File: src/rtl/riscv_pkg.sv
// Shared RISC-V front-end definitions: opcode constants, the NOP encoding,
// the fetch FSM state type and the default reset PC.
package riscv_pkg;

    // Major opcodes (instr[6:0]) decoded by the control unit
    localparam logic [6:0] OP_RTYPE  = 7'b0110011;
    localparam logic [6:0] OP_ITYPE  = 7'b0010011;
    localparam logic [6:0] OP_LOAD   = 7'b0000011;
    localparam logic [6:0] OP_STORE  = 7'b0100011;
    localparam logic [6:0] OP_BRANCH = 7'b1100011;

    // addi x0, x0, 0 -- harmless filler while no real instruction is held
    localparam logic [31:0] INSTR_NOP = 32'h0000_0013;

    // Address of the first instruction fetched after reset
    localparam logic [31:0] DEFAULT_RESET_PC = 32'h0000_0000;

    // Fetch sequencing: one request, wait for data, present it, repeat
    typedef enum logic [1:0] {
        S_RESET = 2'd0,
        S_FETCH = 2'd1,
        S_WAIT  = 2'd2,
        S_HOLD  = 2'd3
    } fetch_state_t;

endpackage

File: src/rtl/fetch_pc_gen.sv
// Next-PC generator: sequential pc+4 (wrapping modulo 2^32) or a word-aligned
// branch redirect. The misalignment flag exists only when
// IFETCH_MISALIGN_CHK_EN is defined; otherwise it is a constant 0.
module fetch_pc_gen
    import riscv_pkg::*;
(
    input  logic [31:0] pc,
    input  logic        branch_taken,
    input  logic [31:0] branch_target,
    output logic [31:0] next_pc,
    output logic        misalign
);

    // Redirect targets drop their low two bits; sequential path wraps naturally
    always_comb begin
        next_pc = pc + 32'd4;
        if (branch_taken) begin
            next_pc = {branch_target[31:2], 2'b00};
        end
    end

`ifdef IFETCH_MISALIGN_CHK_EN
    assign misalign = branch_taken && (branch_target[1:0] != 2'b00);
`else
    // Low target bits only matter to the check; keep them visibly unused
    logic unused_tgt_lsb;
    assign unused_tgt_lsb = ^branch_target[1:0];
    assign misalign       = 1'b0;
`endif

endmodule

File: src/rtl/instruction_fetch.sv
// Instruction fetch stage: issues one read at a time to instruction memory,
// holds the returned word until downstream consumes it, then advances the PC
// sequentially or to a resolved branch target.
// Optional feature macro: IFETCH_MISALIGN_CHK_EN (misaligned-target pulse).
module instruction_fetch
    import riscv_pkg::*;
#(
    parameter logic [31:0] RESET_PC = DEFAULT_RESET_PC
) (
    input  logic        clk,
    input  logic        rst_n,
    output logic        imem_req,
    output logic [31:0] imem_addr,
    input  logic        imem_rvalid,
    input  logic [31:0] imem_rdata,
    input  logic        stall,
    input  logic        branch_taken,
    input  logic [31:0] branch_target,
    output logic        instr_valid,
    output logic [31:0] instr,
    output logic [31:0] instr_pc,
    output logic [6:0]  opcode,
    output logic        misalign_err
);

    fetch_state_t state_q, state_d;
    logic [31:0]  pc_q, pc_d;
    logic [31:0]  instr_q, instr_d;
    logic [31:0]  instr_pc_q, instr_pc_d;
    logic         imem_req_q, imem_req_d;
    logic         instr_valid_q, instr_valid_d;

    logic [31:0]  next_pc;
    logic         misalign_raw;
    logic         consume;

    fetch_pc_gen u_pc_gen (
        .pc            (pc_q),
        .branch_taken  (branch_taken),
        .branch_target (branch_target),
        .next_pc       (next_pc),
        .misalign      (misalign_raw)
    );

    // Instruction leaves the stage only when held and downstream is not stalled
    assign consume = (state_q == S_HOLD) && !stall;

    // Next-state and datapath updates; outputs are decoded from the next state
    // so they come out of flops aligned with the state they describe
    always_comb begin
        state_d    = state_q;
        pc_d       = pc_q;
        instr_d    = instr_q;
        instr_pc_d = instr_pc_q;
        case (state_q)
            S_RESET: state_d = S_FETCH;
            S_FETCH: state_d = S_WAIT;
            S_WAIT: begin
                // Only this state listens to rvalid, so at most one request
                // is ever in flight and stray responses are dropped
                if (imem_rvalid) begin
                    instr_d    = imem_rdata;
                    instr_pc_d = pc_q;
                    state_d    = S_HOLD;
                end
            end
            S_HOLD: begin
                // A stalled instruction is not resolved, so branch is ignored
                if (!stall) begin
                    pc_d    = next_pc;
                    state_d = S_FETCH;
                end
            end
            default: state_d = S_RESET;
        endcase
        imem_req_d    = (state_d == S_FETCH);
        instr_valid_d = (state_d == S_HOLD);
    end

`ifdef IFETCH_MISALIGN_CHK_EN
    logic misalign_err_q, misalign_err_d;

    // Pulse in the cycle following a misaligned redirect
    assign misalign_err_d = consume && misalign_raw;
`else
    logic unused_misalign;
    assign unused_misalign = misalign_raw ^ consume;
`endif

    // Fetch FSM state, PC, held instruction and registered outputs
    always_ff @(posedge clk or negedge rst_n) begin
        if (!rst_n) begin
            state_q        <= S_RESET;
            pc_q           <= RESET_PC;
            instr_q        <= INSTR_NOP;
            instr_pc_q     <= 32'h0000_0000;
            imem_req_q     <= 1'b0;
            instr_valid_q  <= 1'b0;
`ifdef IFETCH_MISALIGN_CHK_EN
            misalign_err_q <= 1'b0;
`endif
        end else begin
            state_q        <= state_d;
            pc_q           <= pc_d;
            instr_q        <= instr_d;
            instr_pc_q     <= instr_pc_d;
            imem_req_q     <= imem_req_d;
            instr_valid_q  <= instr_valid_d;
`ifdef IFETCH_MISALIGN_CHK_EN
            misalign_err_q <= misalign_err_d;
`endif
        end
    end

    assign imem_req    = imem_req_q;
    assign imem_addr   = pc_q;
    assign instr_valid = instr_valid_q;
    assign instr       = instr_q;
    assign instr_pc    = instr_pc_q;
    assign opcode      = instr_q[6:0];

`ifdef IFETCH_MISALIGN_CHK_EN
    assign misalign_err = misalign_err_q;
`else
    assign misalign_err = 1'b0;
`endif

endmodule

File: config.mk
export PLATFORM = sky130hd
export DESIGN_NAME = instruction_fetch
export DESIGN_NICKNAME = d
export VERILOG_FILES = /design/src/rtl/riscv_pkg.sv /design/src/rtl/fetch_pc_gen.sv /design/src/rtl/instruction_fetch.sv
export SDC_FILE = /design/constraint.sdc
export NUM_CORES = 1
export LEC_CHECK = 0
export BUFFER_PORTS_ARGS = -buffer_cell sky130_fd_sc_hd__buf_2
export CORE_UTILIZATION = 44
export CTS_CLUSTER_DIAMETER = 80
export DETAILED_ROUTE_END_ITERATION = 10
export PLACE_DENSITY = 0.81
export REMOVE_ABC_BUFFERS = 1
export SYNTH_ARGS = -nofsm -noshare
export SYNTH_HDL_FRONTEND = slang
export SYNTH_SLANG_ARGS = --single-unit
File: constraint.sdc
create_clock -name clk -period 1.69 [get_ports clk]
set_input_delay 0.0845 -clock clk [delete_from_list [all_inputs] [get_ports clk]]
set_output_delay 0.0845 -clock clk [all_outputs]
set_load 0.02 [all_outputs]
==> impl_metrics.yaml, run 1 <==
global_routing:
  grt_pass1_wl_um: 20900
  use_met3_pct: 4.95
  grt_usage_pct: 24.3
  antenna_found_initial: 1
  grt_pass1_vias: 4350
  grt_use_met2_pct: 42.6
  grt_overflow_total: 0
  grt_max_degree: 52
  global_route.usage.met1_pct: 30.1
  top_usage_layer: "met2"
power:
  p_sw_mw: 5.07
  combinationalPowerShare_pct: 48.8
  swShare_pct: 41.7
  pwr-share-clk_pct: 16.2
  powerDensity_nw_per_um2: 1830
  ir_drop_uv: 850
  intPower_mw: 7.10
  seqPwrFrac_pct: 34.9
  p_leak_nw: 3.09
clock_tree:
  clk_pin_slew_worst_paths_ps: 90
  clk_latency_ps: 370
  root_buffer: "clkbuf_8"
  tritoncts: "done"
  cts_buffers: 9
  clk_path_buf_depth: 2
  htree_levels: 3
  cts.sinks: 96
synthesis:
  synth_common_cells: "93 x dfrtp_1, 63 x mux2_2, 29 x nor2_1"
  synth_area_leaders: "dfrtp_1 51%, mux2_2 16%, a21oi_1 2.8%"
  synth_top_family_by_area: "multiplexers"
  ys_warn_count: 0
  yosys.area_share.simple_pct: 14.9
  synthArstFlopShare_pct: 100
  synthAdderAreaFrac_pct: 0.274
  ys_seq_elements: 96
  post-synth-top-area-fraction_pct: 50.9
  synth_cell_type_count: 45
  synth_top_flop_cell: "dfrtp_1"
  synth_seq_area_share_pct: 52.6
  synth-edff-count: 0
  yosysTopAreaCell: "dfrtp_1"
  synth_compound_area_share_pct: 10.9
  muxShareOfSynthArea_pct: 16.6
  yosysMostFrequentCell: "dfrtp_1"
  synth_area_sq_um: 4570
  synthCells: 415
  synth_xor_area_share_pct: 0
  syn_area_per_cell_sq_um: 11.0
sta:
  rsz0062_at_grt: "yes"
  finalSetupTns_ps: -40.7
  finClkSkew_ps: 5.28
  finalWorstSetupSlack_ps: -29.3
  max_freq_ghz: 0.582
  tightest_slew_ps: 557
  fin_crit_ps: 1720
  final-hold-violation-count: 1
  drv_slew: 0
  holdWs_ps: -4.62
  fin_crit_sh_pct: 102
  setup_viol: 3
  slew-limit-headroom_pct: 62.9
finish:
  final_nets: 724
  antenna_cells: 0
  areaGrowthSynthToFinish_pct: 45.2
  fin_util_pct: 67.0
  fin_cells: 792
  drive_gt1_share_pct: 51.0
  fin_area_sq_um: 6640
flow_run:
  drv_cap: 0
floorplanning:
  fp-row-count: 36
  ios: 175
  coreArea_sq_um: 9910
  die_y_um: 104
  start_util_pct: 46.1
  die_x_um: 104
  die-area_sq_um: 10800
setup_path:
  critPathMaxStageDelay_ps: 520
  r2r_setup_slack_ps: -30
  arrival_ps: 1970
  cpLargestDelayFamily: "simple AND/OR/NAND/NOR gates"
  critical_path.startpoint_type: "flip-flop"
  r2r_start: "imem_addr[7]$_DFFE_PN0P_"
  required_ps: 1940
  slowest_stage: "or4_4"
  crit_chain: "and4_4 > nand3_4 > or4_4 > mux2i_1 > a21oi_1"
  crit_path_end_kind: "flip-flop"
  path_max_fanout: 3
  critPathKind: "reg2reg"
  path_buf_inv: 0
  worst_r2r_endpoint: "imem_addr[21]$_DFFE_PN0P_"
  worst_r2r_path_depth: 5
placement:
  gp_congestion: 0.880
  io_buffer_count: 167
  dp_cells: 730
  place_hpwl_um: 8700
  place_area_sq_um: 5830
status:
  status: "finished, violations left"
  violations: "hold timing, setup timing"
route:
  post-route-drc-count: 0
  drtIter0Drc: 249
  totalWireLength_um: 13200
  ant_nets: 0
  routedWlPerCell_um: 16.6
  routed_via_density: 5.47
  first_pass_iters: 5
  num_vias: 4333
worst_hold_path:
  whs_endpoint: "imem_addr[12]$_DFFE_PN0P_"
  min_path_type: "in2reg"
  min_path_cells: 3
  min_from: "branch_target[12]"
-- worst max-delay path by stage --
| stage | cells after the start | endpoint | slack [ps] | from |
|---|---|---|---|---|
| floorplan | 2 | instr[10]$_DFFE_PN0P_ | -1070 | state_q[0]$_DFF_PN0_ |
| global placement | 5 | imem_addr[25]$_DFFE_PN0P_ | 20 | imem_addr[10]$_DFFE_PN0P_ |
| detailed placement | 6 | imem_addr[31]$_DFFE_PN0P_ | -70 | imem_addr[10]$_DFFE_PN0P_ |
| CTS | 5 | imem_addr[25]$_DFFE_PN0P_ | 1 | imem_addr[10]$_DFFE_PN0P_ |
| global route | 5 | imem_addr[29]$_DFFE_PN0P_ | -80 | imem_addr[7]$_DFFE_PN0P_ |
| finish | 5 | imem_addr[21]$_DFFE_PN0P_ | -30 | imem_addr[7]$_DFFE_PN0P_ |
-- layout by cell type, fill, tap and decap left out, drive strengths merged, types with 2 or more instances in the layout --
cell         instances
nor3                11
a31oi                3
bufinv               4
o21a                 2
o22ai                3
nand3b               2
a32oi                2
conb                 5
dfstp                3
nand4               13
nand3               22
buf                228
nor4                 7
a311o                2
mux2i                5
and4                 3
mux2                63
or4                  3
inv                  3
nor2                29
nand2               25
a21oi               26
dfrtp               93
clkbuf              11
or3                  2
o2bb2ai              2
dlygate4sd3         35
a2bb2oi              6
o21ai               25
o22a                 3
and3                 8
-- worst min-delay path: stages --
cell     delay, ps
buf_2           80
a32oi_1         50
o21ai_1        110
-- sequential cells by signal, indices dropped and copies added, names as in the netlist --
| signal | flops |
|---|---|
| imem_addr | 30 |
| instr_valid | 1 |
| instr | 32 |
| imem_req | 1 |
| state_q | 2 |
| instr_pc | 30 |
-- layer usage --
layer | part of all wire [%] | up-vias | wire [um]
li1 | - | 1978 | -
met1 | 41 | 2131 | 5420
met4 | 1.6 | 2 | 212
met2 | 51 | 199 | 6750
met3 | 6.0 | 23 | 789
met5 | 0.076 | - | 10
-- cell families (layout without fill, tap and decap cells) --
group           count (synthesis)  after routing
compound gates                 81             81
fa+ha+maj                       1              1
buf+inv                        42            282
flops                          96             96
mux                            68             68
other cells                     1              5
simple gates                  126            126
-- power groups by stage --
stage / clock network [mW] / registers [mW] / logic [mW]
final: 1.97 / 4.25 / 5.94
after CTS: 2.01 / 4.18 / 5.83
after global routing: 2.11 / 4.38 / 6.33
after global placement: 0 / 4.12 / 5.59
after floorplan: 0 / 5.74 / 1.79
after detailed placement: 0 / 4.22 / 5.70
-- area by class of cell --
| cell class | count | area [sq um] |
|---|---|---|
| fill | 753 | 3270 |
| tap | 133 | 166 |
| sequential | 96 | 2410 |
| inverter | 3 | 11.3 |
| clock buffer | 11 | 141 |
| clock inverter | 5 | 128 |
| timing repair buffer | 263 | 1710 |
| multi-input combinational | 281 | 2070 |
-- what timing repair did --
action	CTS	global route
endpoints found under the setup margin	4	17
endpoints found under the hold margin	69	0
hold buffers	35	0
gates resized for setup	2	25
setup buffers	5	6
pin swaps	1	3
-- metrics by stage --
step | hold WS, ps | setup WS, ps | total power [mW]
floorplan | -211 | -1070 | 7.53
global placement | 98.1 | 20.0 | 9.70
detailed placement | 109 | -66.0 | 9.92
CTS | 8.22 | 1.30 | 12.0
global route | 8.69 | -76.0 | 12.8
finish | -4.62 | -29.3 | 12.2
(Power assumes the default switching activity.)
==> run 2, diff against run 1 <==
--- a/config.mk
+++ b/config.mk
@@ -5,11 +5,12 @@
 export SDC_FILE = /design/constraint.sdc
 export NUM_CORES = 1
 export LEC_CHECK = 0
+export ABC_AREA = 1
 export BUFFER_PORTS_ARGS = -buffer_cell sky130_fd_sc_hd__buf_2
-export CORE_UTILIZATION = 44
+export CORE_UTILIZATION = 45
 export CTS_CLUSTER_DIAMETER = 80
 export DETAILED_ROUTE_END_ITERATION = 10
-export PLACE_DENSITY = 0.81
+export PLACE_DENSITY = 0.82
 export REMOVE_ABC_BUFFERS = 1
 export SYNTH_ARGS = -nofsm -noshare
 export SYNTH_HDL_FRONTEND = slang
==> run 2 against run 1 <==
  * The run now ends clean
  * Total power shrank 3.7%
  * Final cell count up 15%
  * Register-to-register slack improved by 130 ps
  * Count of clock-buffer cells in the layout is 1 lower
  * Critical path type unchanged
  * Combinational power is 0.8% lower
  * First-iteration DRC count is 6.8% lower
==> impl_metrics.yaml, run 2 <==
finish:
  most-common-layout-cells: "166 x buf_2, 164 x nand2_1, 90 x dfrtp_1"
  final_nets: 840
  largest_register_ffs: 32
  multi_input_area_sq_um: 2060
  drive_gt1_share_pct: 33.3
  areaGrowthSynthToFinish_pct: 32.1
  regArea_sq_um: 2410
  antenna_cells: 0
  layout_commonest_cell: "buf_2"
  num-fill-cells: 872
  fin_area_sq_um: 6350
sta:
  final-hold-violation-count: 0
  fin_crit_sh_pct: 93.9
  max_freq_ghz: 0.630
  fin_crit_ps: 1590
  finClkSkew_ps: 15.6
  drv_slew: 0
  setup_viol: 0
  rsz0062_at_grt: "yes"
route:
  drtIter0Drc: 232
  totalWireLength_um: 12600
  ant_nets: 0
  num_vias: 4382
  routed_via_density: 4.81
  routedWlPerCell_um: 13.9
  first_pass_iters: 4
  post-route-drc-count: 0
clock_tree:
  htree_levels: 3
  clk_latency_ps: 370
  clk_pin_slew_worst_paths_ps: 100
  tritoncts: "done"
  root_buffer: "clkbuf_8"
  cts.sinks: 96
  cts_buffers: 9
  clk_path_buf_depth: 2
synthesis:
  synth_seq_area_share_pct: 50.1
  post-synth-top-area-fraction_pct: 48.5
  synth_top_flop_cell: "dfrtp_1"
  synth_cell_type_count: 31
  synthCells: 572
  synth_area_leaders: "dfrtp_1 48%, nand2_1 13%, mux2_2 5.4%"
  ys_warn_count: 0
  synthArstFlopShare_pct: 100
  synth_common_cells: "165 x nand2_1, 93 x dfrtp_1, 56 x nor2_1"
  ys_seq_elements: 96
  syn_area_per_cell_sq_um: 8.40
  synth-edff-count: 0
  yosysTopAreaCell: "dfrtp_1"
  yosysMostFrequentCell: "nand2_1"
  synth_area_sq_um: 4800
placement:
  place_area_sq_um: 5760
  place_hpwl_um: 8990
  gp_congestion: 0.847
  io_buffer_count: 167
power:
  powerDensity_nw_per_um2: 1850
  ir_drop_uv: 998
  p_leak_nw: 3.26
  design_power_total_mw: 11.7
setup_path:
  cpMostUsedCell: "a21oi_1"
  arrival_ps: 1870
  slowest_stage: "dfrtp_1"
  crit_path_end_kind: "flip-flop"
  critPathMaxStageDelay_ps: 420
  path_buf_inv: 1
  critical_path.startpoint_type: "flip-flop"
  cpLargestDelayFamily: "flip-flops"
  path_max_fanout: 4
  crit_chain: "ha_2 > nand2_2 > nor2_4 > nand2_4 > buf_4 > o21ai_0 > a21oi_1 > a21oi_1"
  required_ps: 1980
  critPathKind: "reg2reg"
worst_hold_path:
  min_path_type: "in2reg"
flow_run:
  drv_cap: 0
floorplanning:
  die_y_um: 105
  ios: 175
  fp-row-count: 37
  die_x_um: 105
  coreArea_sq_um: 10300
  start_util_pct: 46.5
  die-area_sq_um: 11100
global_routing:
  antenna_found_initial: 1
  grt_overflow_total: 0
  grt_pass1_wl_um: 21000
  grt_usage_pct: 23.8
  grt_max_degree: 61
  grt_pass1_vias: 4258
status:
  status: "completed"
[run 2: area by class of cell]
| cell class | instances | share of cell area [%] |
|---|---|---|
| Inverter | 52 | 3.08 |
| Timing Repair Buffer | 216 | 20.9 |
| Clock buffer | 10 | 2.17 |
| Multi-Input combinational cell | 395 | 32.4 |
| Tap cell | 136 | 2.68 |
| Clock inverter | 6 | 0.769 |
| Sequential cell | 96 | 38.0 |
[run 2: kinds of logic (layout without fill, tap and decap cells)]
family                     count (synthesis)  after routing  synth area share (%)
and+or+nand+nor                          282            282                  25.5
muxes                                     36             36                  8.44
buffers and inverters                     85            284                  7.87
adders and majority gates                  1              1                 0.260
other                                      1              5                0.0781
AOI/OAI and AO/OA                         71             71                  7.74
DFF                                       96             96                  50.1
[run 2: path summary, 6_finish.rpt]
check	startpoint	to	slack [ps]	depth (start not counted)
min in group asynchronous	rst_n	instr_pc[2]$_DFFE_PN0P_	180	2
worst max register to register	imem_addr[2]$_DFFE_PN0P_	imem_addr[14]$_DFFE_PN0P_	100	8
worst min register to register	instr_pc[15]$_DFFE_PN0P_	instr_pc[15]$_DFFE_PN0P_	490	2
worst min-delay path	branch_target[18]	imem_addr[18]$_DFFE_PN0P_	10	5
worst max-delay path	imem_addr[2]$_DFFE_PN0P_	imem_addr[14]$_DFFE_PN0P_	100	8
max in group asynchronous	rst_n	imem_addr[14]$_DFFE_PN0P_	820	3
[run 2: per-stage QoR]
step,setup TNS [ps],hold WS [ps],utilization [%],cells,worst slack (ps)
4_1_cts,0,0.262,60.9,907,66.9
3_3_place_gp,0,42.1,55.8,857,145
5_1_grt,-115,21.5,61.5,911,-38.0
6_report,0,10.6,61.5,911,103
3_5_place_dp,0,43.0,55.8,857,90.6
2_1_floorplan,0,-211,-,543,43.3
[run 2: metal layers]
layer / share of wire (%) / track usage (%)
met1: 44 / 30.0
met2: 49 / 41.9
met3: 5.3 / 4.14
met4: 1.4 / 6.74
met5: 0.071 / 0
[run 2: repair_timing]
item,CTS,global route
hold endpoints to repair,64,0
buffers inserted,0,4
endpoints found under the setup margin,0,11
gates resized for setup,0,10
hold buffers,34,0
[run 2: power by group]
group	internal, mW	leakage, nW	total (mW)	switching [mW]
clock	0.598	0.0981	1.46	0.858
sequential	3.45	1.14	4.38	0.927
combinational	2.11	2.02	5.89	3.78
total	6.15	3.26	11.7	5.57
[run 2: worst min-delay path: stages]
cell and delay, ps:
buf_2 80, o21ai_1 50, nand2_1 50, nand2_1 40
inv_1 40
